$ cat config.mk
export PLATFORM = sky130hd
export DESIGN_NAME = uop_seq_issuer
export DESIGN_NICKNAME = d
export VERILOG_FILES = /design/src/rtl/uop_pkg.sv /design/src/rtl/uop_seq_issuer.sv
export SDC_FILE = /design/constraint.sdc
export NUM_CORES = 1
export LEC_CHECK = 0
export ABC_CLOCK_PERIOD_IN_PS = 21100
export CAP_MARGIN = 10
export CORE_UTILIZATION = 53
export CTS_CLUSTER_DIAMETER = 50
export DETAILED_ROUTE_END_ITERATION = 8
export GPL_TIMING_DRIVEN = 1
export PLACE_DENSITY = 0.82
export SETUP_SLACK_MARGIN = 0.15
export SLEW_MARGIN = 20
export SYNTH_ARGS = -nofsm -noshare
export SYNTH_HDL_FRONTEND = slang
export SYNTH_SLANG_ARGS = --single-unit
$ cat constraint.sdc
create_clock -name clk_i -period 21.1 [get_ports clk_i]
set_clock_uncertainty 0.1 [all_clocks]
set_input_delay 6.33 -clock clk_i [delete_from_list [all_inputs] [get_ports clk_i]]
set_output_delay 6.33 -clock clk_i [all_outputs]
set_load 0.02 [all_outputs]
$ cat src/rtl/uop_pkg.sv
// Opcode encoding shared by custom-instruction decode, the sequence issuer and the execute stage.
package uop_pkg;

    typedef enum logic [3:0] {
        OP_NOP, OP_ADD, OP_SUB, OP_AND, OP_OR, OP_XOR, OP_SHL, OP_SHR,
        OP_INC, OP_DEC, OP_MOV, OP_CMP
    } op_t;

endpackage

$ cat src/rtl/uop_seq_issuer.sv
// Streams runtime-programmable uop sequences from a writable table, one uop per handshake,
// inserting a one-cycle bubble after every step flagged as a flip-flop boundary.
module uop_seq_issuer
    import uop_pkg::*;
#(
    parameter int unsigned N_CASE  = 4,
    parameter int unsigned MAX_LEN = 8,
    parameter int unsigned TAG_W   = 4,
    localparam int unsigned CASE_W = (N_CASE > 1) ? $clog2(N_CASE) : 1,
    localparam int unsigned STEP_W = (MAX_LEN > 1) ? $clog2(MAX_LEN) : 1,
    localparam int unsigned LEN_W  = $clog2(MAX_LEN + 1)
) (
    input  logic              clk_i,
    input  logic              rst_i,
    input  logic              cfg_len_we_i,
    input  logic              cfg_step_we_i,
    input  logic [CASE_W-1:0] cfg_case_i,
    input  logic [STEP_W-1:0] cfg_step_i,
    input  logic [LEN_W-1:0]  cfg_len_i,
    input  op_t               cfg_op_i,
    input  logic [31:0]       cfg_imm_i,
    input  logic              cfg_use_imm_i,
    input  logic              cfg_ff_i,
    output logic              cfg_err_o,
    input  logic              req_valid_i,
    output logic              req_ready_o,
    input  logic [CASE_W-1:0] req_case_i,
    input  logic [TAG_W-1:0]  req_tag_i,
    output logic              req_err_o,
    output logic              uop_valid_o,
    input  logic              uop_ready_i,
    output op_t               uop_op_o,
    output logic [31:0]       uop_imm_o,
    output logic              uop_use_imm_o,
    output logic [STEP_W-1:0] uop_step_o,
    output logic              uop_first_o,
    output logic              uop_last_o,
    output logic [TAG_W-1:0]  uop_tag_o,
    output logic              busy_o
);

    typedef enum logic [1:0] {StIdle, StIssue, StBubble} state_t;

    state_t            state_q;
    logic [LEN_W-1:0]  len_q     [N_CASE];
    op_t               op_q      [N_CASE][MAX_LEN];
    logic [31:0]       imm_q     [N_CASE][MAX_LEN];
    logic              use_imm_q [N_CASE][MAX_LEN];
    logic              ff_q      [N_CASE][MAX_LEN];

    logic [CASE_W-1:0] case_q;
    logic [TAG_W-1:0]  tag_q;
    logic [LEN_W-1:0]  seq_len_q;
    logic              uop_valid_q, cfg_err_q, req_err_q;
    op_t               uop_op_q;
    logic [31:0]       uop_imm_q;
    logic              uop_use_imm_q, uop_ff_q, uop_first_q, uop_last_q;
    logic [STEP_W-1:0] uop_step_q;

    logic              busy, slot_locked, len_wr, step_wr, cfg_rej, last_nxt;
    logic [STEP_W-1:0] step_nxt;
    logic [LEN_W-1:0]  req_len;

    always_comb begin
        busy        = (state_q != StIdle);
        // The slot feeding an in-flight sequence is frozen until it completes.
        slot_locked = busy && (cfg_case_i == case_q);
        len_wr      = cfg_len_we_i && !slot_locked && (cfg_len_i <= LEN_W'(MAX_LEN));
        step_wr     = cfg_step_we_i && !slot_locked;
        cfg_rej     = (cfg_len_we_i && !len_wr) || (cfg_step_we_i && !step_wr);
        step_nxt    = uop_step_q + STEP_W'(1);
        last_nxt    = (LEN_W'(step_nxt) + LEN_W'(1)) == seq_len_q;
        req_len     = len_q[req_case_i];
    end

    always_ff @(posedge clk_i) begin
        if (step_wr) begin
            op_q[cfg_case_i][cfg_step_i]      <= cfg_op_i;
            imm_q[cfg_case_i][cfg_step_i]     <= cfg_imm_i;
            use_imm_q[cfg_case_i][cfg_step_i] <= cfg_use_imm_i;
            ff_q[cfg_case_i][cfg_step_i]      <= cfg_ff_i;
        end
    end

    // Output fields are loaded one cycle ahead from the table, so a request accepted in the
    // same cycle as a write to its slot still presents the pre-write step 0.
    always_ff @(posedge clk_i) begin
        if (rst_i) begin
            state_q     <= StIdle;
            uop_valid_q <= 1'b0;
            cfg_err_q   <= 1'b0;
            req_err_q   <= 1'b0;
            for (int unsigned i = 0; i < N_CASE; i++) begin
                len_q[i] <= '0;
            end
        end else begin
            cfg_err_q <= cfg_rej;
            req_err_q <= 1'b0;
            if (len_wr) begin
                len_q[cfg_case_i] <= cfg_len_i;
            end
            unique case (state_q)
                StIdle: begin
                    if (req_valid_i) begin
                        case_q    <= req_case_i;
                        tag_q     <= req_tag_i;
                        seq_len_q <= req_len;
                        if (req_len == '0) begin
                            req_err_q <= 1'b1;
                        end else begin
                            state_q       <= StIssue;
                            uop_valid_q   <= 1'b1;
                            uop_step_q    <= '0;
                            uop_first_q   <= 1'b1;
                            uop_last_q    <= (req_len == LEN_W'(1));
                            uop_op_q      <= op_q[req_case_i][0];
                            uop_imm_q     <= imm_q[req_case_i][0];
                            uop_use_imm_q <= use_imm_q[req_case_i][0];
                            uop_ff_q      <= ff_q[req_case_i][0];
                        end
                    end
                end
                StIssue: begin
                    if (uop_ready_i) begin
                        if (uop_last_q) begin
                            state_q     <= StIdle;
                            uop_valid_q <= 1'b0;
                        end else begin
                            uop_step_q    <= step_nxt;
                            uop_first_q   <= 1'b0;
                            uop_last_q    <= last_nxt;
                            uop_op_q      <= op_q[case_q][step_nxt];
                            uop_imm_q     <= imm_q[case_q][step_nxt];
                            uop_use_imm_q <= use_imm_q[case_q][step_nxt];
                            uop_ff_q      <= ff_q[case_q][step_nxt];
                            if (uop_ff_q) begin
                                state_q     <= StBubble;
                                uop_valid_q <= 1'b0;
                            end
                        end
                    end
                end
                StBubble: begin
                    state_q     <= StIssue;
                    uop_valid_q <= 1'b1;
                end
                default: begin
                    state_q     <= StIdle;
                    uop_valid_q <= 1'b0;
                end
            endcase
        end
    end

    assign req_ready_o   = (state_q == StIdle) && !rst_i;
    assign busy_o        = busy;
    assign cfg_err_o     = cfg_err_q;
    assign req_err_o     = req_err_q;
    assign uop_valid_o   = uop_valid_q;
    assign uop_op_o      = uop_op_q;
    assign uop_imm_o     = uop_imm_q;
    assign uop_use_imm_o = uop_use_imm_q;
    assign uop_step_o    = uop_step_q;
    assign uop_first_o   = uop_first_q;
    assign uop_last_o    = uop_last_q;
    assign uop_tag_o     = tag_q;

endmodule

* Word-level counts from Yosys, hierarchy flattened
Memory sizes are Yosys's and may differ from the RTL's. A register that Yosys moved wholly into a read port is not among the register bits. Cells that the tools add are included.
Cells by class: bitwise operators 5, magnitude comparators 4, reduce and logical (&&, ||, !) cells 23, muxes and demuxes 80, $mul 0, shift operators 0, equality and inequality tests 10, div/mod/pow operators 0, add/subtract/negate cells 2
Operators by type and width (number):
- $mux W256 | 1
- $mux W32 | 8
- $bmux W32 S3 | 1
- $demux W32 S3 | 1
- $pmux W32 S2 | 1
- $mux W1 | 32
- $mux W4 | 8
- $mux W2 | 10
- $bmux W4 S3 | 1
- $demux W4 S3 | 1
- $mux W3 | 4
- $ge A4 B4 Y1 const B | 2
- $logic_and A1 B1 Y1 | 8
- $mux W8 | 1
- $ne A2 B2 Y1 const B | 4
- $not A3 Y4 | 2
- $pmux W1 S2 | 4
- $pmux W4 S2 | 1
- $bmux W1 S3 | 2
- $pmux W2 S3 | 1
- $pmux W3 S2 | 1
- $reduce_and A6 Y1 | 1
- $reduce_and A5 Y1 | 1
- $add A3 B1 Y4 const B | 1
- 21 further kinds | 27
Storage, ports and cells: register bits after elaboration 58, RAM bits 1232, bits of input ports 59, memory bits (read-only) 0, memories kept 5, latch bits 0
Memory list:
- imm_q | words 4, width 256, rd ports 2, clocked after memory_dff 1, wr ports 1, RTL line uop_seq_issuer.sv:47 | logic [31:0] imm_q [N_CASE][MAX_LEN];
- op_q | words 4, width 32, rd ports 2, clocked after memory_dff 1, wr ports 1, RTL line uop_seq_issuer.sv:46 | op_t op_q [N_CASE][MAX_LEN];
- ff_q | words 4, width 8, rd ports 2, clocked after memory_dff 1, wr ports 1, RTL line uop_seq_issuer.sv:49 | logic ff_q [N_CASE][MAX_LEN];
- use_imm_q | words 4, width 8, rd ports 2, clocked after memory_dff 1, wr ports 1, RTL line uop_seq_issuer.sv:48 | logic use_imm_q [N_CASE][MAX_LEN];
- len_q | words 4, width 4, rd ports 1, clocked after memory_dff 0, wr ports 4, RTL line uop_seq_issuer.sv:45 | logic [LEN_W-1:0] len_q [N_CASE];

* Longest topological paths before layout
word-level depth 10, gate-level depth with buffers 11, depth with buffers taken out 6

* Worst setup path after synthesis
Ideal clock, no wire load.
kind in2out, from in rst_i, to out req_ready_o, slack 7866 ps, cell stages on the path 2, path buffers 1, data arrival time 6804 ps, cells stage by stage clkbuf_1 > nor2_1
Between the ends: longest elaborated chain between the ends 2
Ends and longest elaborated chain:
- from (decl) | RTL line uop_seq_issuer.sv:14 | input logic rst_i,
- $logic_not A1 Y1 | RTL line uop_seq_issuer.sv:155 | assign req_ready_o = (state_q == StIdle) && !rst_i;
- $logic_and A1 B1 Y1 | RTL line uop_seq_issuer.sv:155
- to (decl) | RTL line uop_seq_issuer.sv:26 | output logic req_ready_o,
No other way between the ends.

* Worst setup path in the final report
Same ends and word-level chain as after synthesis.

==> impl_results.md <==
* Status: finished, violations left
* Failing checks: DRC
* Crit path max-delay cell type: clkdlybuf4s50_1
* RSZ-0062 raised after global routing: false
* Fillers at 6074
* Number of hold buffers added after cts at 0
* P_int at ~0.0043 W
* Worst hold path type: reg2reg
* Clock power share at roughly two fifths
* Fin Setup TNS at 0 ns
* Final hold violations at 0
* Initial antenna violation count at 5
* Die W at roughly 310 µm
* Switching share of power at 21.76%
* Hold Startpoint: uop_valid_o
* Most frequent cells in the layout: 1285 x edfxtp_1, 270 x mux4_2, 152 x mux2i_1, 138 x clkbuf_16, 124 x nand2_1
* R2R depth at 6
* Worst Path Buf+Inv at 2
* CP startpoint kind: input pin
* FMAX at roughly 70 MHz
* DP HPWL at slightly below 60 mm
* Place WS at roughly 6.8 ns
* Num ports at 110
* DIE HEIGHT at 311.1 µm
* Seq/Total Area, Yosys at roughly 76%
* CTS Root Cell: clkbuf_16
* Core Box Area at 94870 µm²
* Ys Warns at 0
* Num CTS Buffers at 131
* First-pass GRT wire length at ~180 mm
* Worst r2r dst: uop_imm_o[15]
* Total global-route track usage at between 20% and 30%
* Yosys cell types at 46
* Net switching power at 0.001205 W
* VDD IR max at approximately 83 µV
* CTS resizes at 0
* Syn Inst Count at about 2400
* Syn_area_per_cell at roughly 21 µm²
* CP most frequent cell: clkdlybuf4s50_1
* CP max stage delay at 0.68 ns
* Final setup viols at 0
* Total wire length at about 120 mm
* Syn nets at ~2500
* Final Non-Filler Cells at 3940
* Slack of the critical path at 6.788 ns
* Iter 0 DRT Violations at ~3200
* Final cycle utilization of the critical path at 67.83%
* # nets final at between 2000 and 3000
* Max Cap Viol at 0
* Placed Cells at between 3000 and 4000
* Pleak at 18.53 nW
* Pin count of the biggest net entering global routing at around 180
* WS Path Type: in2out
* Flop-to-flop setup slack at around 17 ns
* DR DRC count at 2
* Grt total ovfl at 0
* Comb pwr share at between 6 and 7%
* FF+latch count, synth at around 1300
* Clk slew on worst S/H paths at around 0.050 ns
* Sequential Power Share at 51.9%
* Max Slew Vio Count at 0
* Minimum clock period at approximately 14 ns
* ANT nets after route at 0
* Critical Path RT at 14.67 ns
* CTS tree: yes
* Rows at 113
* Worst setup EP type: primary output
* Placer Congestion at between 0.7 and 0.8
* Main flop type after synthesis: edfxtp_1
* Ys async rst share at 0%
* Layout cells sized above 1 at around a quarter
* H-tree depth at 4
* Clock latency at the later pin of the worst-skew pair at a little under 0.8 ns
* Clock sinks at about 1300
* TritonRoute pass-1 iters at 7
* Relative slew slack at just under 8%
* Post-DR wirelength/cell at around 32 µm
* Power Dens Cells at between 90 and 100 nW/µm²
* Most common cell after layout, fill and taps aside: edfxtp_1
* Post-CTS setup buffers at 0
* Via count at around 26000
* Worst Hold Depth at 2
* Hold EP: uop_valid_o
* Max FO, Critical Path at 16
* Starting density of the core at between 50% and 60%
* Clock buffer depth at 3
* Cell depth of the worst setup path at 3
* Power Total at approximately 0.0055 W
* Worst Tran Pin Value at approximately 1.4 ns
* Vias in the first global route at around 27000
* Critical-path cell list: clkdlybuf4s50_1 > nor2_1 > clkdlybuf4s50_1
* Synth-to-layout area growth at 13.59%
* Die area at about 97000 µm²
* Mapped Area at just over 50000 µm²
* CP Data Arrival Time at between 7 and 8 ns
* Vias per std cell at around 6.6
* Post-synth EDFFs at 1285
* Input/output buffers at between 100 and 150
* Cell family with most CP delay: buffers and inverters
==> how the worst max path moves through the flow <==
stage                from  slack, ns           to
floorplan           rst_i       7.87  req_ready_o
global placement    rst_i       6.78  req_ready_o
detailed placement  rst_i       6.83  req_ready_o
CTS                 rst_i       6.82  req_ready_o
global route        rst_i       6.72  req_ready_o
finish              rst_i       6.79  req_ready_o
==> registers in the layout (all words and copies together), names as in the netlist, named ones only <==
signal,count
cfg_err_o,1
uop_use_imm_o,1
uop_op_o,4
imm_q,1024
uop_imm_o,32
len_q,16
uop_ff_q,1
uop_last_o,1
uop_tag_o,4
state_q,2
case_q,2
uop_step_o,3
use_imm_q,32
req_err_o,1
uop_valid_o,1
uop_first_o,1
op_q,128
seq_len_q,4
ff_q,32
==> worst reg2reg max path, cell delays in order, from the launching register on <==
cell and delay (ns):
dfxtp_4 0.82, buf_4 0.79, buf_4 0.88, mux4_2 0.75, mux2i_1 0.18, o22ai_1 0.11
or3_1 0.40
==> logic make-up after synthesis <==
| family | Yosys count | share of synthesized area (%) |
|---|---|---|
| fa+ha+maj | 2 | 0.04941 |
| compound gates | 206 | 2.762 |
| xor+xnor | 6 | 0.1038 |
| mux | 500 | 16.75 |
| buf+inv | 142 | 1.544 |
| simple gates | 260 | 2.315 |
| flops | 1292 | 76.48 |
==> final cells by class <==
type | instances | area [µm²] | share of cell area (%)
sequential | 1292 | 38730 | 67.34
multi-input combinational | 974 | 11410 | 19.84
clock buffer | 167 | 3602 | 6.263
tap | 1265 | 1583 | 2.752
timing repair buffer | 165 | 1504 | 2.615
clock inverter | 69 | 653.1 | 1.135
inverter | 6 | 27.53 | 0.04786
antenna | 2 | 5.005 | 0.008701
==> metrics by stage <==
stage | hold slack, ns | cell area (µm²) | util (%)
after floorplan | 0.3922 | 50640 | -
after global placement | 0.3445 | 53280 | 56.16
after detailed placement | 0.3983 | 53280 | 56.16
after CTS | 0.4050 | 57530 | 60.64
after global routing | 0.4356 | 57520 | 60.63
final | 0.4162 | 57520 | 60.63
==> synth_stat cells, types with 2 or more instances <==
master | n | area, µm²
o31ai_1 | 39 | 292.8
buf_4 | 6 | 45.04
or3_1 | 38 | 237.7
mux4_2 | 270 | 6081
edfxtp_1 | 1285 | 38590
inv_1 | 4 | 15.01
nor3b_1 | 2 | 15.01
buf_6 | 23 | 259.0
and3_1 | 2 | 12.51
mux2_2 | 78 | 878.3
or2_2 | 5 | 31.28
mux2i_1 | 152 | 1521
xnor2_1 | 3 | 26.28
clkbuf_1 | 50 | 187.7
a21oi_1 | 43 | 215.2
nand2_1 | 126 | 473.0
buf_1 | 15 | 56.30
nor2_1 | 57 | 214.0
xor2_1 | 3 | 26.28
nor3_1 | 3 | 15.01
dfxtp_1 | 7 | 140.1
nand3_1 | 7 | 35.03
ha_1 | 2 | 25.02
a22o_1 | 38 | 332.8
o32ai_1 | 2 | 17.52
nand2b_1 | 11 | 68.82
o22ai_1 | 76 | 475.5
nor2b_1 | 2 | 12.51
buf_2 | 42 | 210.2
==> per-layer routing <==
| metal | share of wire, % | track usage [%] | up-vias |
|---|---|---|---|
| met5 | 0.026 | 0 | - |
| met4 | 5.5 | 14.51 | 6 |
| met3 | 9.7 | 4.812 | 415 |
| met2 | 50 | 43.43 | 1794 |
| met1 | 35 | 32.36 | 13430 |
| li1 | - | - | 10350 |
==> power groups by stage <==
stage / Sequential [W] / Combinational, W / Clock [W]
after floorplan: 0.00293 / 0.000226 / 0
after global placement: 0.00293 / 0.000345 / 0
after detailed placement: 0.00293 / 0.000358 / 0
after CTS: 0.00288 / 0.000365 / 0.00231
after global routing: 0.00288 / 0.000384 / 0.00240
final: 0.00288 / 0.000368 / 0.00230
(Power assumes the default switching activity.)
==> edit 1, RTL diff (config.mk and constraints unchanged) <==
Change the parameter `MAX_LEN` from 8 to 4.
--- a/src/rtl/uop_seq_issuer.sv
+++ b/src/rtl/uop_seq_issuer.sv
@@ -4,7 +4,7 @@
     import uop_pkg::*;
 #(
     parameter int unsigned N_CASE  = 4,
-    parameter int unsigned MAX_LEN = 8,
+    parameter int unsigned MAX_LEN = 4,
     parameter int unsigned TAG_W   = 4,
     localparam int unsigned CASE_W = (N_CASE > 1) ? $clog2(N_CASE) : 1,
     localparam int unsigned STEP_W = (MAX_LEN > 1) ? $clog2(MAX_LEN) : 1,
Interface: changed (resized cfg_len_i, cfg_step_i and uop_step_o); port bits go from 110 to 107. No check against the original RTL was run, so the function may have changed too.
==> edit 1 against the original RTL <==
Sequential share of layout area fell by 1.8 points; routed wire length shrank 51%; sequential cell count shrank 614; synthesized area decreased by 47%; non-clock buffer count fell by 31; design area down 46%; synthesized cell count down 47%; critical path type unchanged; hold slack better by 21 ps; total power fell by 45%; critical path depth is the same; worst setup slack improved by 49 ps; critical endpoint unchanged.
==> edit 1: results (changes against the original RTL) <==
[worst_setup_path]
cp_slowest_stage_delay_ps=640  ; -40 ps
critPathArrivalTime_ps=7830  ; -50 ps
r2r_slack_ps=17200  ; +410 ps
cp_max_fo=11  ; -5
r2r_end=uop_imm_o[31]

[global_route]
track_usage=0.2360  ; -0.02436
antenna_found_initial=4  ; -1
grt_pass1_vias=14360  ; -47%
grt_pass1_wl_mm=89.58  ; -51%
grt_start_max_net_pins=165  ; -7.8%

[routing]
drt-pass1-iter-count=5  ; -2
drt_iter0_drc=1515  ; -53%

[yosys]
synthTopCellsByArea=edfxtp_1 75%, mux4_2 11%, mux2i_1 4.6%
synth_top_cells_by_count=671 x edfxtp_1, 136 x mux4_2, 124 x mux2i_1
seq_area_frac_synth=0.7502  ; -0.01456

[placed_design]
dp_hpwl_mm=30.38  ; -49%
gp_congestion=0.7589  ; -1.2%
port_buffers=106  ; -2.8%

[final_layout]
nNetsFinal=1469  ; -44%
largest_reg_flops=512  ; -50%
drive_gt1_frac=0.2015  ; -0.04242
finalNonFillerCells=2137  ; -46%

[timing]
relSlewSlack=0.2166  ; +0.1385

[clock_tree]
worst_skew_pair.late_latency_ps=610  ; -160 ps
cts_buffers=69  ; -47%

[status]
outcome=complete, no violations

[worst_hold_path]
holdPathStages=1  ; -1

[edit 1: cell types whose count changed in the layout (fill, tap and decap cells not counted), moves of 59 or more]
cell       delta
nand2_1      -96
mux2_2       -76
edfxtp_1    -614
o22ai_1      -59
clkbuf_16    -66
mux4_2      -134
[edit 1: how the worst max path moves through the flow]
stage | start | end | slack (ps) | cells past startpoint
after floorplan | rst_i | req_ready_o | 7810 | 2
after global placement | rst_i | req_ready_o | 6890 | 3
after detailed placement | rst_i | req_ready_o | 6860 | 3
after CTS | rst_i | req_ready_o | 6850 | 3
after global routing | rst_i | req_ready_o | 6820 | 3
final | rst_i | req_ready_o | 6840 | 3
[edit 1: power by group through the flow]
stage	combinational [mW]	sequential, mW	clock (mW)
3_3_place_gp	0.313	1.56	0
6_report	0.323	1.53	1.17
5_1_grt	0.341	1.54	1.23
4_1_cts	0.324	1.53	1.18
2_1_floorplan	0.201	1.57	0
3_5_place_dp	0.321	1.56	0
[edit 1: cell type report]
class	instances	area, um2
Inverter	7	26.28
Clock inverter	35	277.8
Sequential cell	678	20300
Fill cell	3373	19320
Multi-Input combinational cell	521	6359
Clock buffer	89	1866
Timing Repair Buffer	134	1289
Antenna cell	1	2.502
Tap cell	672	840.8
[edit 1: critical path, delay by kind of cell]
kind / cells / cell delay, ps
AND/OR/NAND/NOR: 1 / 260
buffers and inverters: 2 / 1240
[edit 1: stage by stage]
step / area [um2] / setup WS (ps)
finish: 30960 / 6837
global route: 30950 / 6818
CTS: 30950 / 6853
detailed placement: 28810 / 6865
global placement: 28810 / 6887
floorplan: 27040 / 7814
[edit 1: layer usage]
| metal | GRT usage | part of all wire |
|---|---|---|
| met1 | 0.3033 | 0.37 |
| met2 | 0.4036 | 0.51 |
| met3 | 0.04638 | 0.084 |
| met4 | 0.08201 | 0.030 |
| met5 | 0 | 0.00058 |
[edit 1: logic make-up (layout without fill, tap and decap cells)]
kind of cell               Yosys count  in the layout  synth area share
AOI/OAI and AO/OA                  135            135           0.03618
xor gates and xnor gates             5              5          0.001619
adders and majority gates            1              1         0.0004626
buffers and inverters               88            265           0.02012
DFF                                678            678            0.7502
muxes                              277            277            0.1746
other                                0              1                 0
and+or+nand+nor                    103            103           0.01684
==> edit 2, RTL diff (same settings) <==
Without the edit above. Register the output `req_err_o` once more; this adds one clock of latency there. The other outputs are not delayed to match.
--- a/src/rtl/uop_seq_issuer.sv
+++ b/src/rtl/uop_seq_issuer.sv
@@ -155,7 +155,9 @@
     assign req_ready_o   = (state_q == StIdle) && !rst_i;
     assign busy_o        = busy;
     assign cfg_err_o     = cfg_err_q;
-    assign req_err_o     = req_err_q;
+    always_ff @(posedge clk_i) begin
+        req_err_o <= req_err_q;
+    end
     assign uop_valid_o   = uop_valid_q;
     assign uop_op_o      = uop_op_q;
     assign uop_imm_o     = uop_imm_q;
Formal check against the unedited RTL: not equivalent (a bounded check fails within 4 cycles, from zero or initial values and one cycle with rst_i high).
==> edit 2 against the original RTL <==
Worst setup slack better by 28 ps; total power down 3.2%; first-iteration DRC count up 1.0%; synthesized cell count about the same; routed wire length down 1.9%; die area about the same; count of clock-buffer cells in the layout down 30; design area down 0.60%; global-route usage down 0.73 points; sequential cell count up 1; sequential power about the same; via count down 1.2%; synthesized area about the same; critical path type unchanged; highest routed layer unchanged.
==> edit 2: results (changes against the original RTL) <==
[global_route]
grt_pass1_wl_mm=176.3  ; -2.8%
grt_pass1_vias=26580  ; -2.6%
antenna_found_initial=6  ; +1
grt_start_max_net_pins=104  ; -42%
track_usage=0.2531  ; -0.007330

[routing]
vias=25690  ; -1.2%
drt-pass1-iter-count=5  ; -2
drt_iter0_drc=3278  ; +1.0%
route.detailed.drc=0  ; -2
routed_wl_mm=122.6  ; -1.9%

[final_layout]
nNetsFinal=2618  ; -0.49%
drive_gt1_frac=0.2394  ; -0.004553
final_core_util=0.6027  ; -0.003614

[placed_design]
port_buffers=109  ; unchanged
dp_hpwl_mm=57.57  ; -3.0%

[pwr]
p_leak_nw=18.32  ; -1.1%
ir_worst_vdd_mv=0.07546  ; -9.5%

[yosys]
yosysWarningCount=0  ; unchanged
synth_top_cells_by_count=1285 x edfxtp_1, 270 x mux4_2, 152 x mux2i_1
synth_xor_area_frac=0.001037  ; about the same
mappedNetlistNets=2470  ; +0.041%
synthMuxAreaShare=0.1674  ; about the same
synthAdderAreaFrac=0.0004940  ; about the same
seq_area_frac_synth=0.7649  ; about the same

[clock_tree]
cts_buffers=116  ; -11%
htree_num_levels=3  ; -1
worst_skew_pair.late_latency_ps=720  ; -50 ps

[worst_setup_path]
critical-path-top-delay-family=buffers and inverters
cp_slowest_stage_delay_ps=700  ; +20 ps

[status]
outcome=complete, no violations

[timing]
worst_slew_pin_slew_ps=1076  ; -306.8 ps

[edit 2: changes by cell type after synthesis]
cell / unedited run / this run
dfxtp_1: 7 / 8
[edit 2: routing by layer]
| layer | GRT usage | vias up | wire [um] |
|---|---|---|---|
| li1 | - | 10310 | - |
| met1 | 0.3097 | 13170 | 40870 |
| met2 | 0.4311 | 1806 | 62220 |
| met3 | 0.04332 | 404 | 12960 |
| met4 | 0.1379 | 6 | 6479 |
| met5 | 0 | - | 34 |
[edit 2: cell type report]
type / count / share of cell area
Sequential cell: 1293 / 0.6778
Multi-Input combinational cell: 974 / 0.1996
Clock buffer: 137 / 0.05267
Tap cell: 1265 / 0.02768
Timing Repair Buffer: 166 / 0.02700
Clock inverter: 81 / 0.01466
Inverter: 6 / 0.0004814
Antenna cell: 3 / 0.0001313
[edit 2: final timing paths]
kind / start / end / slack (ps) / depth (start not counted)
worst max register to register: register / uop_imm_o[29] / 15640 / 7
worst max-delay path: rst_i / req_ready_o / 6820 / 3
worst min register to register: req_err_q / req_err_o / 240 / 0
worst min-delay path: req_err_q / req_err_o / 240 / 0
[edit 2: report_power, final]
group	switching, mW	leakage (nW)	internal, mW	total [mW]
clock	0.932	1.87	1.19	2.12
combinational	0.214	4.77	0.150	0.364
sequential	0.0188	11.7	2.86	2.88
[edit 2: per-stage QoR]
stage / setup slack, ps / hold WS (ps) / instances
after global placement: 6863 / 211.0 / 3703
after detailed placement: 6860 / 228.1 / 3703
after floorplan: 7866 / 209.6 / 2409
after global routing: 6750 / 251.4 / 3924
final: 6816 / 237.9 / 3925
after CTS: 6848 / 243.2 / 3921
